**config.mk**
```make
export PLATFORM = sky130hd
export DESIGN_NAME = audio_fade_gate
export DESIGN_NICKNAME = d
export VERILOG_FILES = /design/src/rtl/audio_pkg.sv /design/src/rtl/audio_gain_mul.sv /design/src/rtl/audio_fade_gate.sv
export SDC_FILE = /design/constraint.sdc
export NUM_CORES = 1
export LEC_CHECK = 0
export ABC_AREA = 1
export ABC_CLOCK_PERIOD_IN_PS = 6700
export BUFFER_PORTS_ARGS = -buffer_cell sky130_fd_sc_hd__buf_4
export CORE_ASPECT_RATIO = 1.25
export CORE_UTILIZATION = 32
export CTS_BUF_LIST = sky130_fd_sc_hd__clkbuf_8
export DETAILED_ROUTE_END_ITERATION = 12
export PLACE_DENSITY = 0.43
export SYNTH_ARGS = -nofsm -noshare
export SYNTH_HDL_FRONTEND = slang
export SYNTH_SLANG_ARGS = --single-unit
```
**constraint.sdc**
```tcl
create_clock -name clk_sys -period 6.7 [get_ports clk_sys]
set_clock_uncertainty 0.15 [all_clocks]
set_input_delay 0.335 -clock clk_sys [delete_from_list [all_inputs] [get_ports clk_sys]]
set_output_delay 0.335 -clock clk_sys [all_outputs]
set_load 0.005 [all_outputs]
```
**src/rtl/audio_pkg.sv**
```systemverilog
// Shared types and gain helpers for the audio fade/mute gate.
package audio_pkg;

    typedef enum logic [2:0] {
        ST_MUTE     = 3'd0,
        ST_FADE_IN  = 3'd1,
        ST_RUN      = 3'd2,
        ST_FADE_OUT = 3'd3,
        ST_SILENT   = 3'd4
    } fade_state_t;

    localparam int DEFAULT_GAIN_BITS = 8;
    localparam int GAIN_W            = DEFAULT_GAIN_BITS + 1;
    localparam int UNITY_GAIN        = 1 << DEFAULT_GAIN_BITS;

    // Gain carries one extra bit so that unity (2^gain_bits) is representable.
    function automatic int gain_width(input int gain_bits);
        return gain_bits + 1;
    endfunction

    function automatic int unity_gain(input int gain_bits);
        return 1 << gain_bits;
    endfunction

endpackage

```
**src/rtl/audio_gain_mul.sv**
```systemverilog
// One channel: signed sample times unsigned gain, scaled back by 2^GAIN_BITS, registered.
module audio_gain_mul
    import audio_pkg::*;
#(
    parameter int WIDTH     = 16,
    parameter int GAIN_BITS = DEFAULT_GAIN_BITS
) (
    input  logic                           clk_sys,
    input  logic                           reset,
    input  logic                           force_zero,
    input  logic [WIDTH-1:0]               sample,
    input  logic [gain_width(GAIN_BITS)-1:0] gain,
    output logic [WIDTH-1:0]               result
);

    localparam int GW = gain_width(GAIN_BITS);
    localparam int PW = WIDTH + GAIN_BITS + 1;

    logic signed [PW-1:0] sample_ext;
    logic signed [PW-1:0] gain_ext;
    logic signed [PW-1:0] product;

    // The full product always fits in PW bits, so the shift back is exact at unity.
    assign sample_ext = {{(PW-WIDTH){sample[WIDTH-1]}}, sample};
    assign gain_ext   = {{(PW-GW){1'b0}}, gain};
    assign product    = sample_ext * gain_ext;

    always_ff @(posedge clk_sys) begin
        if (reset || force_zero) begin
            result <= '0;
        end else begin
            result <= WIDTH'(product >>> GAIN_BITS);
        end
    end

endmodule

```
**src/rtl/audio_fade_gate.sv**
```systemverilog
// Post-reset mute, then linear gain fade in/out around a runtime mute request.
module audio_fade_gate
    import audio_pkg::*;
#(
    parameter int CHANNELS    = 2,
    parameter int WIDTH       = 16,
    parameter int GAIN_BITS   = DEFAULT_GAIN_BITS,
    parameter int FADE_SHIFT  = 10,
    parameter int MUTE_CYCLES = 16777215
) (
    input  logic                      clk_sys,
    input  logic                      reset,
    input  logic                      ce,
    input  logic                      mute_req,
    input  logic [CHANNELS*WIDTH-1:0] din,
    output logic [CHANNELS*WIDTH-1:0] dout,
    output logic                      dout_en,
    output logic                      active
);

    localparam int GW = gain_width(GAIN_BITS);
    localparam logic [GW-1:0] UNITY = GW'(unity_gain(GAIN_BITS));

    localparam int PW = (FADE_SHIFT > 0) ? FADE_SHIFT : 1;
    localparam logic [PW-1:0] PRESC_MAX = (FADE_SHIFT > 0) ? {PW{1'b1}} : '0;

    localparam int CW = $clog2(MUTE_CYCLES + 1);
    localparam logic [CW-1:0] MUTE_LAST = CW'(MUTE_CYCLES - 1);

    fade_state_t     state, state_next;
    logic [GW-1:0]   gain, gain_next;
    logic [CW-1:0]   mute_cnt, mute_cnt_next;
    logic [PW-1:0]   presc, presc_next;
    logic            presc_wrap;
    logic            in_mute;

    assign presc_wrap = (presc == PRESC_MAX);
    assign in_mute    = (state == ST_MUTE);

    always_ff @(posedge clk_sys) begin
        if (reset) begin
            state    <= ST_MUTE;
            gain     <= '0;
            mute_cnt <= '0;
            presc    <= '0;
            dout_en  <= 1'b0;
            active   <= 1'b0;
        end else begin
            state    <= state_next;
            gain     <= gain_next;
            mute_cnt <= mute_cnt_next;
            presc    <= presc_next;
            dout_en  <= (state_next != ST_MUTE);
            active   <= (state_next == ST_RUN);
        end
    end

    always_comb begin
        state_next    = state;
        gain_next     = gain;
        mute_cnt_next = mute_cnt;
        presc_next    = presc;

        if (ce) begin
            case (state)
                ST_MUTE: begin
                    gain_next = '0;
                    if (mute_cnt == MUTE_LAST) begin
                        mute_cnt_next = '0;
                        state_next    = mute_req ? ST_SILENT : ST_FADE_IN;
                    end else begin
                        mute_cnt_next = mute_cnt + CW'(1);
                    end
                end

                // A reversal mid-fade keeps the gain so the ramp never jumps.
                ST_FADE_IN: begin
                    if (mute_req) begin
                        state_next = ST_FADE_OUT;
                    end else if (gain >= UNITY) begin
                        gain_next  = UNITY;
                        state_next = ST_RUN;
                    end else begin
                        presc_next = presc_wrap ? '0 : presc + PW'(1);
                        if (presc_wrap) begin
                            gain_next = gain + GW'(1);
                            if (gain + GW'(1) == UNITY) begin
                                state_next = ST_RUN;
                            end
                        end
                    end
                end

                ST_RUN: begin
                    gain_next = UNITY;
                    if (mute_req) begin
                        state_next = ST_FADE_OUT;
                    end
                end

                ST_FADE_OUT: begin
                    if (!mute_req) begin
                        state_next = ST_FADE_IN;
                    end else if (gain == '0) begin
                        state_next = ST_SILENT;
                    end else begin
                        presc_next = presc_wrap ? '0 : presc + PW'(1);
                        if (presc_wrap) begin
                            gain_next = gain - GW'(1);
                            if (gain == GW'(1)) begin
                                state_next = ST_SILENT;
                            end
                        end
                    end
                end

                ST_SILENT: begin
                    gain_next = '0;
                    if (!mute_req) begin
                        state_next = ST_FADE_IN;
                    end
                end

                default: begin
                    state_next    = ST_MUTE;
                    gain_next     = '0;
                    mute_cnt_next = '0;
                end
            endcase

            if (state_next != state) begin
                presc_next = '0;
            end
        end
    end

    for (genvar c = 0; c < CHANNELS; c++) begin : g_ch
        audio_gain_mul #(
            .WIDTH     (WIDTH),
            .GAIN_BITS (GAIN_BITS)
        ) u_mul (
            .clk_sys    (clk_sys),
            .reset      (reset),
            .force_zero (in_mute),
            .sample     (din[c*WIDTH +: WIDTH]),
            .gain       (gain),
            .result     (dout[c*WIDTH +: WIDTH])
        );
    end

endmodule
```
* Yosys cells after proc, flatten, opt, wreduce, memory -nomap -nowiden
Cells that the tools add are included.
** Operators by class
- Multipliers :: 2
- Bitwise operators :: 1
- Reductions and logical operators :: 9
- Eq/ne operators :: 19
- $add $sub $neg :: 4
- Muxes and demuxes :: 31
- $lt $le $gt $ge :: 1
** Operators by type and width (number)
- 10-bit 2-to-1 mux :: 6
- 9-bit 2-to-1 mux :: 6
- 16-bit by 10-bit multiplier with 24-bit output :: 2
- 24-bit case mux with 2 select lines :: 1
- 3-bit 2-to-1 mux :: 14
- 9-bit case mux with 3 select lines :: 1
- 24-bit by 1-bit adder with 24-bit output (second input constant) :: 1
- 24-bit == test (second input constant) :: 1
- 24-bit 2-to-1 mux :: 1
- 10-bit case mux with 2 select lines :: 1
- 3-bit inequality test (second input constant) :: 5
- 3-bit case mux with 5 select lines :: 1
- 6-bit AND reduction :: 2
- 10-bit by 1-bit adder with 10-bit output (second input constant) :: 1
- 10-bit == test (second input constant) :: 1
- 9-bit by 1-bit adder with 9-bit output (second input constant) :: 1
- 3-bit by 2-bit == test with 1-bit output (second input constant) :: 3
- 9-bit by 1-bit == test with 1-bit output (second input constant) :: 1
- 9-bit == test (second input constant) :: 1
- 9-bit greater-or-equal comparator (second input constant) :: 1
- 9-bit logical NOT :: 1
- 9-bit by 1-bit subtractor with 9-bit output (second input constant) :: 1
- 2-bit inequality test (second input constant) :: 4
- 3-bit nonzero test :: 2
- 8 further kinds :: 8
** Storage, ports and cells
- Flip-flop bits (word level) :: 80
- Output and inout port bits :: 34
- Input port bits :: 36

* Longest topological paths before layout
- Depth in word-level cells :: 11
- Depth in mapped cells :: 28
- Mapped depth without buffers :: 25

* Modules after synthesis
Synthesis repeated with hierarchy kept, for this count alone.
** Second synthesis, totals
- Cell total of the unflattened synthesis :: 2150
- Area, all modules :: 15040.7 um^2
** By module, submodules not included
- audio_gain_mul at g_ch[0].u_mul :: times used 1, area each 5918.2 um^2, cells an instance 826, seq. area each 320.3 um^2
- audio_gain_mul at g_ch[1].u_mul :: times used 1, area each 5834.3 um^2, cells an instance 823, seq. area each 320.3 um^2
- audio_fade_gate :: times used 1, area each 3288.2 um^2, cells an instance 501, seq. area each 960.9 um^2

* Worst setup path after synthesis
No wires, ideal clock.
- Kind :: register to register
- Start :: register gain[1]
- End :: register g_ch[0].u_mul.result[14]
- Data required time :: 6437 ps
- Arrival time :: 5228 ps
- Cell stages (with the launch flop) :: 27
- Setup time :: 113 ps
- Period minus slack after synthesis :: 5491 ps
- Slack :: 1209 ps
- Path buffers :: 3
- Cell sequence :: dfxtp_1 buf_2 clkbuf_1 clkbuf_1 nand2_1 fa_1 inv_1 fa_1 inv_1 fa_1 inv_1 fa_1 inv_1 fa_1 inv_1 ha_1 nand2_1 nor2_1 inv_1 nor3_1 nor2_1 o21ai_0 nand2_1 a21oi_1 nand2_1 nand2_1 nor2_1
** On the way
- Longest elaborated chain between the ends :: 1
** RTL lines
- start, declared :: RTL line audio_fade_gate.sv:31 : logic [GW-1:0] gain, gain_next;
- start signal, assigned :: RTL line audio_fade_gate.sv:50 : gain <= gain_next;
- 16-bit by 10-bit multiplier with 24-bit output :: RTL line audio_gain_mul.sv:26 : assign product = sample_ext * gain_ext;
- end signal, assigned :: RTL line audio_gain_mul.sv:32 : result <= WIDTH'(product >>> GAIN_BITS);
- end, declared :: RTL line audio_gain_mul.sv:13 : output logic [WIDTH-1:0] result
No other way between the ends.
A chain may end at the register's enable or synchronous reset.

* Final worst setup path
- Start :: register gain[1]
- End :: register g_ch[1].u_mul.result[12]
** On the way
- Longest elaborated chain between the ends :: 1
** RTL lines (RTL line)
- 16-bit by 10-bit multiplier with 24-bit output :: audio_gain_mul.sv:26
- end signal, assigned :: audio_gain_mul.sv:32
- end, declared :: audio_gain_mul.sv:13
No other way between the ends.

==> impl_results.md <==
- Core area: around 0.043 mm2
- DP Area: between 0.015 and 0.02 mm2
- EDFF count, synth: 0
- Unique cell type count in the Yosys netlist: 50
- Total power: 2.71 mW
- Tmin final: ~5900 ps
- Syn nets: between 2,000 and 2,500
- TritonCTS clock tree: yes
- TritonCTS Buffers: 9
- Post-Layout Cell Count: about 2,500
- First-pass GRT wire length: 63,400 um
- Synthesized instance count: around 2,000
- 1st-iter DRT viols: between 500 and 600
- Initial antenna violation count: 0
- CTS Buffer Depth: 2
- I/O pin total: 70
- H-tree levels: 3
- Starting density of the core: around a third
- Final Hold Viols: 0
- Critical Path Start Type: flip-flop
- Max_slew headroom: a little over a third
- Ant diodes: 0
- CP Launch Point: gain[1]
- Post-route ant nets: 0
- Die Span Y: 237 um
- Pwr per Cell Area: about 180 mW/mm2
- DRC: 0
- Synth warnings: 0
- Via/cell ratio: roughly 4.7
- Clock slew at reported path FFs: about 110 ps
- Clock root buffer: clkbuf_8
- Post-synth top area share: 32.3%
- Hold Slack: 60.6 ps
- Kind of end point of the critical path: flip-flop
- Status: complete, no violations
- FF-to-FF path depth: 16
- Worst hold path type: in2reg
- FF+latch count, synth: 80
- # port buffers: between 60 and 70
- Final setup violation count: 0
- Routability-driven placement congestion ratio: 0.851
- Top area cells in the synthesized netlist: fa_1 32%, inv_1 13%, nand2_1 12%
- Final Routed Wirelength: roughly 38,000 um
- Congestion Overflow GR: 0
- Net count, final: ~2,300
- CTS-repair resized insts: 0
- Setup Crit Path Kind: reg2reg
- Worst R2R End: g_ch[1].u_mul.result[12]
- Final Max Tran Viols: 0
- Worst Path Required: 6870 ps
- Clk sinks: 80
- Mapped cell area: between 0.01 and 0.015 mm2
- Pin count of the biggest net entering global routing: 28
- Detailed Routing Iterations Pass 1: 5
- Area of the multi-input gates: slightly above 0.01 mm2
- Total track usage: 18.1%
- Hold-fix buffers at CTS: 0
- Synth Area per Inst: approximately 7.3 um2
- RSZ-0062 raised after global routing: no
- Asr flop ratio synth: 0%
- Arr. time, crit path: between 6000 and 7000 ps
- Ys flop type: dfxtp_1
- Register area: 0.00160 mm2
- Crit-path max FO: 23
- Hold path start: reset
- Layout cells sized above 1: between 6 and 7%
- Largest area contributor in the netlist: fa_1
- Max Freq: about 0.17 GHz
- Vias in the first global route: between 10,000 and 15,000
- Util after Layout: a little over a third
- Clk_lat worst skew: about 430 ps
- Chip width: between 150 and 200 um
- VDD IR-drop max: 0.112 mV
- DIE AREA: around 0.045 mm2
- WHS Endpoint: state[2]
- Measured slew at the worst slew-check pin: about 970 ps
- Fin crit share: about nine tenths
- Setup TNS: 0 ps
- R2R setup slack: roughly 770 ps
- Leakage power: ~8.9 nW
- Final HPWL DP: 30,500 um
- Fillers: ~4,700
- P&R area growth vs syn: 9.06%
- Worst R2R Start: gain[1]
- Cells after DPL: about 2,500
- Hold Crit Depth: 2
- # rows: 85
- Wire per inst: approximately 15 um
- Seq/Total Area, Yosys: about 11%
- Via count: between 10,000 and 15,000
- Place WS: ~650 ps
- Worst Setup Slack, final: 771 ps
- Fin area: 0.0154 mm2
- Max-capacitance violation count: 0
- # Post-CTS Setup Buffers: 0
## worst max-delay path, stage by stage (launching register included)
cell and delay [ps]:
dfxtp_1 940, buf_4 330, buf_4 160, nand2_1 80, fa_1 570, fa_1 450, fa_1 560, fa_1 450
fa_1 500, inv_1 40, ha_1 360, nand2_1 130, nor2_1 200, nand4_1 130, o311ai_0 470, a21oi_1 120
o21a_1 140
## cells in the final DEF (no fill, tap or decap), types with 3 or more instances in the layout
cell	instances
or2_2	4
and3_1	3
inv_2	4
nand2_1	450
inv_1	497
a21oi_1	103
buf_4	86
nor3_1	22
nand4_1	11
nand3_1	47
o21bai_1	5
nor2_1	132
clkbuf_8	9
a31oi_1	9
ha_1	108
a221oi_1	3
xnor2_1	11
o211ai_1	3
a21o_1	3
nor2_2	4
a211oi_1	10
o21ai_0	52
o21a_1	13
xor2_1	22
o31ai_1	4
fa_1	228
nor4_1	6
nand2_2	6
dfxtp_1	79
## cell families (layout without fill, tap and decap cells)
| group | after synthesis | count (layout) | synth area share [%] |
|---|---|---|---|
| compound gates | 216 | 216 | 8.71 |
| xor+xnor | 33 | 33 | 2.05 |
| fa+ha+maj | 336 | 336 | 41.9 |
| buf+inv | 582 | 605 | 15.7 |
| flops | 80 | 80 | 11.3 |
| simple gates | 697 | 697 | 20.3 |
## synth_stat cells (3+ instances only)
cell	count
ha_1	108
nand4_1	11
xor2_1	22
nand2_2	6
a221oi_1	3
nor4_1	6
clkbuf_1	50
o21bai_1	5
or2_2	4
nor2_1	132
a21o_1	3
fa_1	228
nand2_1	450
o211ai_1	3
nand3_1	47
xnor2_1	11
o21a_1	13
a21oi_1	103
buf_2	12
inv_1	497
nor2_2	4
o21ai_0	52
o31ai_1	4
a31oi_1	9
inv_2	4
nor3_1	22
buf_1	14
a211oi_1	10
dfxtp_1	80
and3_1	3
## flip-flops by register name, summed over array words and instances, names as in the netlist
register	flops
state	3
gain	9
presc	10
mute_cnt	24
g_ch.u_mul.result	32
active	1
dout_en	1
## cell type report
cell class,instances,share of cell area (%)
multi-input combinational,1282,66.9
inverter,502,12.2
sequential,80,10.4
tap,565,4.59
timing repair buffer,87,4.32
clock buffer,9,0.804
clock inverter,7,0.739
## worst max-delay path by stage
stage | endpoint | slack (ps) | cells after the start
floorplan | g_ch[0].u_mul.result[14] | 1210 | 26
global placement | g_ch[0].u_mul.result[15] | 710 | 18
finish | g_ch[1].u_mul.result[12] | 770 | 16
detailed placement | g_ch[0].u_mul.result[15] | 650 | 18
global route | g_ch[1].u_mul.result[12] | 360 | 17
CTS | g_ch[0].u_mul.result[15] | 610 | 18
## report_power, final
group          internal [mW]  switching [mW]  total [mW]
clock network          0.218           0.239       0.457
registers              0.515          0.0364       0.552
logic                  0.628            1.07        1.70
total                   1.36            1.35        2.71
## routing by layer
metal  vias to the layer above  track usage (%)  wire length (um)
met5                         -                0                 0
met3                        34             2.88              1240
met1                      5801             21.0             15800
met4                         0             4.96               727
met2                       145             33.8             20500
li1                       5806                -                 -
Note: power is estimated with default switching activity, not from simulation.
